## config.mk

```make
export PLATFORM = sky130hd
export DESIGN_NAME = burst_ctrl
export DESIGN_NICKNAME = d
export VERILOG_FILES = /design/src/rtl/burst_pkg.sv /design/src/rtl/burst_len_cnt.sv /design/src/rtl/burst_ctrl.sv
export SDC_FILE = /design/constraint.sdc
export NUM_CORES = 1
export LEC_CHECK = 0
export BUFFER_PORTS_ARGS = -buffer_cell sky130_fd_sc_hd__buf_2
export CORE_MARGIN = 2
export CORE_UTILIZATION = 40
export DETAILED_ROUTE_END_ITERATION = 10
export PLACE_DENSITY = 0.66
export SLEW_MARGIN = 20
export SYNTH_ARGS = -nofsm -noshare
export SYNTH_HDL_FRONTEND = slang
export SYNTH_HIERARCHICAL = 1
export SYNTH_SLANG_ARGS = --single-unit
```

## constraint.sdc

```tcl
create_clock -name clk -period 3.45 [get_ports clk]
set_clock_uncertainty 0.2 [all_clocks]
set_input_delay 0.1725 -clock clk [delete_from_list [all_inputs] [get_ports clk]]
set_output_delay 0.1725 -clock clk [all_outputs]
set_load 0.02 [all_outputs]
```

## src/rtl/burst_pkg.sv

```systemverilog
// Shared types and default widths for the burst controller.
package burst_pkg;

   localparam int unsigned WIDTH_DEF = 8;
   localparam int unsigned LEN_W_DEF = 4;

   typedef enum logic [1:0] {
      IDLE = 2'd0,
      LOAD = 2'd1,
      RUN  = 2'd2,
      DONE = 2'd3
   } state_e;

endpackage

```

## src/rtl/burst_len_cnt.sv

```systemverilog
// Remaining-beat down-counter: parallel load, saturating decrement, zero flag.
import burst_pkg::*;

module burst_len_cnt #(
   parameter int unsigned LEN_W = LEN_W_DEF
) (
   input  logic             clk_i,
   input  logic             rst_i,
   input  logic             load_i,
   input  logic [LEN_W-1:0] load_val_i,
   input  logic             dec_i,
   output logic [LEN_W-1:0] cnt_o,
   output logic             zero_o
);

   logic [LEN_W-1:0] cnt_q;
   logic [LEN_W-1:0] cnt_d;

   always_comb begin
      cnt_d = cnt_q;
      if (load_i) begin
         cnt_d = load_val_i;
      end else if (dec_i && (cnt_q != '0)) begin
         // never step below zero
         cnt_d = cnt_q - LEN_W'(1);
      end else begin
         cnt_d = cnt_q;
      end
   end

   always_ff @(posedge clk_i) begin
      if (rst_i) begin
         cnt_q <= '0;
      end else begin
         cnt_q <= cnt_d;
      end
   end

   assign cnt_o  = cnt_q;
   assign zero_o = (cnt_q == '0);

endmodule

```

## src/rtl/burst_ctrl.sv

```systemverilog
// Burst controller driving ld/inc strobes of a downstream loadable counter.
// Optional macro BURST_CTRL_STALL_EN adds a stall input that pauses RUN.
import burst_pkg::*;

module burst_ctrl #(
   parameter int unsigned WIDTH = WIDTH_DEF,
   parameter int unsigned LEN_W = LEN_W_DEF
) (
   input  logic             clk,
   input  logic             rst,
`ifdef BURST_CTRL_STALL_EN
   input  logic             stall,
`endif
   input  logic             cmd_valid,
   output logic             cmd_ready,
   input  logic [WIDTH-1:0] cmd_addr,
   input  logic [LEN_W-1:0] cmd_len,
   output logic             ld,
   output logic             inc,
   output logic [WIDTH-1:0] addr_out,
   output logic             busy,
   output logic             done
);

   state_e           state_q, state_d;
   logic [WIDTH-1:0] addr_q;
   logic             ld_q, inc_q, done_q, busy_q, ready_q;
   logic [LEN_W-1:0] rem_s;
   logic             rem_zero_s;
   logic             accept_s, dec_s, last_s, stall_s;

`ifdef BURST_CTRL_STALL_EN
   assign stall_s = stall;
`else
   assign stall_s = 1'b0;
`endif

   assign accept_s = (state_q == IDLE) && cmd_valid;
   assign dec_s    = (state_q == LOAD) || ((state_q == RUN) && !stall_s);
   assign last_s   = (rem_s == LEN_W'(1)) || rem_zero_s;

   burst_len_cnt #(.LEN_W(LEN_W)) u_len_cnt (
      .clk_i      (clk),
      .rst_i      (rst),
      .load_i     (accept_s),
      .load_val_i (cmd_len),
      .dec_i      (dec_s),
      .cnt_o      (rem_s),
      .zero_o     (rem_zero_s)
   );

   always_comb begin
      state_d = state_q;
      case (state_q)
         IDLE: begin
            if (cmd_valid) begin
               state_d = (cmd_len == '0) ? DONE : LOAD;
            end else begin
               state_d = IDLE;
            end
         end
         LOAD: state_d = last_s ? DONE : RUN;
         RUN: begin
            if (stall_s) begin
               state_d = RUN;
            end else if (last_s) begin
               state_d = DONE;
            end else begin
               state_d = RUN;
            end
         end
         DONE:    state_d = IDLE;
         default: state_d = IDLE;
      endcase
   end

   // Outputs are decoded from the next state so they line up with state_q.
   always_ff @(posedge clk) begin
      if (rst) begin
         state_q <= IDLE;
         addr_q  <= '0;
         ld_q    <= 1'b0;
         inc_q   <= 1'b0;
         done_q  <= 1'b0;
         busy_q  <= 1'b0;
         ready_q <= 1'b1;
      end else begin
         state_q <= state_d;
         ld_q    <= (state_d == LOAD);
         inc_q   <= (state_d == RUN);
         done_q  <= (state_d == DONE);
         busy_q  <= (state_d != IDLE);
         ready_q <= (state_d == IDLE);
         if (accept_s) begin
            addr_q <= cmd_addr;
         end else begin
            addr_q <= addr_q;
         end
      end
   end

   assign ld        = ld_q;
   assign done      = done_q;
   assign busy      = busy_q;
   assign cmd_ready = ready_q;
   assign addr_out  = addr_q;
`ifdef BURST_CTRL_STALL_EN
   // a stalled RUN cycle does not count as an increment beat
   assign inc = inc_q & ~stall;
`else
   assign inc = inc_q;
`endif

endmodule

```

==> metrics.md <==
| Metric | Value |
|---|---|
| Max Freq | 0.524 GHz |
| Crit path DAT | 1.94 ns |
| Total CTS buffers | 3 |
| Placeable Area | 1980 sq um |
| Slew HR | 0.736 |
| Total grt overflow | 0 |
| Final hold vios | 0 |
| Largest net degree at the start of global routing | 21 |
| Area contributors post-synth | dfxtp_1 (45%), a21oi_1 (6.5%), nand3_1 (5.3%) |
| Synth top area share | 0.451 |
| R2R setup slack | 1.54 ns |
| Clock Sink Count | 19 |
| Yosys cell types | 26 |
| First-pass GRT wire length | 3.01 mm |
| Initial Util | 0.426 |
| Async SR Flop Fraction | 0 |
| Power Dens Cells | 420 nW/um^2 |
| Die X | 49.9 um |
| Die ar. | 2490 sq um |
| Total setup buffers inserted after CTS | 0 |
| Worst-path maximum fanout | 5 |
| Avg Cell Area, Syn | 9.37 sq um |
| RSZ-0062 raised after global routing | no |
| H-tree levels | 1 |
| Syn Inst Count | 90 |
| Final Cycle Share | 0.553 |
| Die height | 49.9 um |
| Main flop type after synthesis | dfxtp_1 |
| Max-slew violation count | 0 |
| Fill cells | 181 |
| Final #Nets | 147 |
| Least-Margin Pin Slew | 0.395 ns |
| Area growth, synth to finish | 32.9% |
| Number of I/O pins | 28 |
| Ant. Diodes | 0 |
| Post-CTS sizing | 0 |
| YS warnings | 6 |
| Reg clk slew, reported paths | 0.11 ns |
| Post-DP HPWL | 1.22 mm |
| Critical Path Start Type | flip-flop |
| Tot GR Track Use | 0.158 |
| Syn Std Cell Area | 843 sq um |
| Cell area after layout | 1120 sq um |
| Commonest cells in the netlist | dfxtp_1 (19), nand2_1 (12), a21oi_1 (11) |
| Row cnt | 16 |
| Reg area | 380 sq um |
| Routed wire per std cell | 11.9 um |
| CTS tree | built |
| PortBufs | 27 |
| DRT antenna net count | 0 |
| Maximum VDD drop | 0.224 mV |
| Clk Latency, worst-skew pair | 0.29 ns |
| Mapped Nets | 108 |
| GPL Wtd Cong | 0.686 |
| Post-synth EDFFs | 0 |
| Critical Path RT | 3.48 ns |
| Register area share after synthesis | 0.451 |
| 1st-iter DRT viols | 22 |
| Setup TNS | 0 ns |
| Post-synth top area cell | dfxtp_1 |
| Count leader, synth | dfxtp_1 |
| Status | complete, no violations |
| Final WL | 1.84 mm |
| Final Setup Violations | 0 |
| Synth Register Bits | 19 |
| Path type of the worst min-delay path | input port to flip-flop |
| Setup Crit Path Kind | flip-flop to flip-flop |
| Area occupied by multi-input gates | 415 sq um |
| Critical Path End Type | flip-flop |
| Antenna violations before repair | 0 |
| Via count | 770 |
| Pre-antenna DRT Iters | 6 |
| Clock Path Buffers | 2 |
| DP Area | 995 sq um |
| Drt drc | 0 |
| Vias in the first global route | 714 |
| Share of cells above drive strength 1 | 0.289 |
| Clock root buffer master | clkbuf_4 |
| Max_cap viols | 0 |
| Fin crit period | 1.91 ns |
| Vias per inst | 4.97 |
| Leak pwr | 0.489 nW |
-- per-stage QoR --
step / hold WS (ns) / utilization / setup WS [ns] / power [mW] / cells
6_report: 0.0121 / 0.566 / 1.54 / 0.471 / 155
4_1_cts: 0.00418 / 0.566 / 1.55 / 0.476 / 155
3_5_place_dp: 0.235 / 0.502 / 1.57 / 0.357 / 141
5_1_grt: 0.00852 / 0.566 / 1.45 / 0.499 / 155
3_3_place_gp: 0.226 / 0.502 / 1.60 / 0.354 / 141
2_1_floorplan: 0.0416 / - / 1.67 / 0.326 / 90
-- timing repair --
action	in CTS	in global routing
hold buffers	10	0
setup endpoints to repair	0	0
hold endpoints to repair	13	0
-- path summary, 6_finish.rpt --
path / start / endpoint / cells after the start
max: u_len_cnt/cnt_o[1]$_SDFFE_PP0P_ / u_len_cnt/cnt_o[1]$_SDFFE_PP0P_ / 5
min: cmd_len[3] / done$_SDFF_PP0_ / 4
max reg2reg: u_len_cnt/cnt_o[1]$_SDFFE_PP0P_ / u_len_cnt/cnt_o[1]$_SDFFE_PP0P_ / 5
min reg2reg: addr_out[3]$_SDFFE_PP0P_ / addr_out[3]$_SDFFE_PP0P_ / 2
-- kinds of logic (layout without fill, tap and decap cells) --
family / count (synthesis) / after routing / share of synthesized area
AOI/OAI and AO/OA: 19 / 19 / 0.166
adders and majority gates: 3 / 3 / 0.0445
buffers and inverters: 11 / 49 / 0.0564
DFF: 19 / 19 / 0.451
muxes: 1 / 1 / 0.0119
and+or+nand+nor: 37 / 37 / 0.270
-- state kept, by name (all words and copies together), names as in the netlist --
| register | cells |
|---|---|
| addr_out | 8 |
| u_len_cnt/cnt_o | 4 |
| state_q | 2 |
| busy | 1 |
| cmd_ready | 1 |
| done | 1 |
| inc | 1 |
| ld | 1 |
-- layer usage --
layer | vias up | global-route usage | wire length, um
met2 | 28 | 0.253 | 892
met4 | 0 | 0.102 | 36
met3 | 4 | 0.0303 | 94
li1 | 392 | - | -
met1 | 346 | 0.192 | 817
met5 | - | 0 | 0
-- area by class of cell --
| class | count | share of cell area |
|---|---|---|
| clock buffer | 4 | 0.0234 |
| inverter | 8 | 0.0268 |
| multi-input combinational | 60 | 0.371 |
| sequential | 19 | 0.339 |
| tap | 27 | 0.0301 |
| timing repair buffer | 37 | 0.210 |
-- worst max-delay path: stages, from the launching register on --
cell	delay, ns
dfxtp_1	0.37
inv_1	0.13
ha_1	0.23
or3b_4	0.44
a2111oi_4	0.35
a311o_1	0.15
-- cells in the final DEF, fill, tap and decap left out, types with 2 or more instances in the layout --
| cell | count |
|---|---|
| nand2_1 | 12 |
| ha_1 | 3 |
| nor3_1 | 2 |
| a21o_1 | 2 |
| clkbuf_4 | 3 |
| inv_1 | 8 |
| dlygate4sd3_1 | 10 |
| nand3_1 | 9 |
| nor2_1 | 5 |
| dfxtp_1 | 19 |
| a21oi_1 | 11 |
| a311oi_1 | 2 |
| buf_2 | 27 |
-- power by group --
group,switching [mW],total [mW],internal (mW)
logic,0.0654,0.115,0.0498
registers,0.0115,0.247,0.235
clock network,0.0643,0.109,0.0449
total,0.141,0.471,0.330
Power figures use the tool's default switching activity.
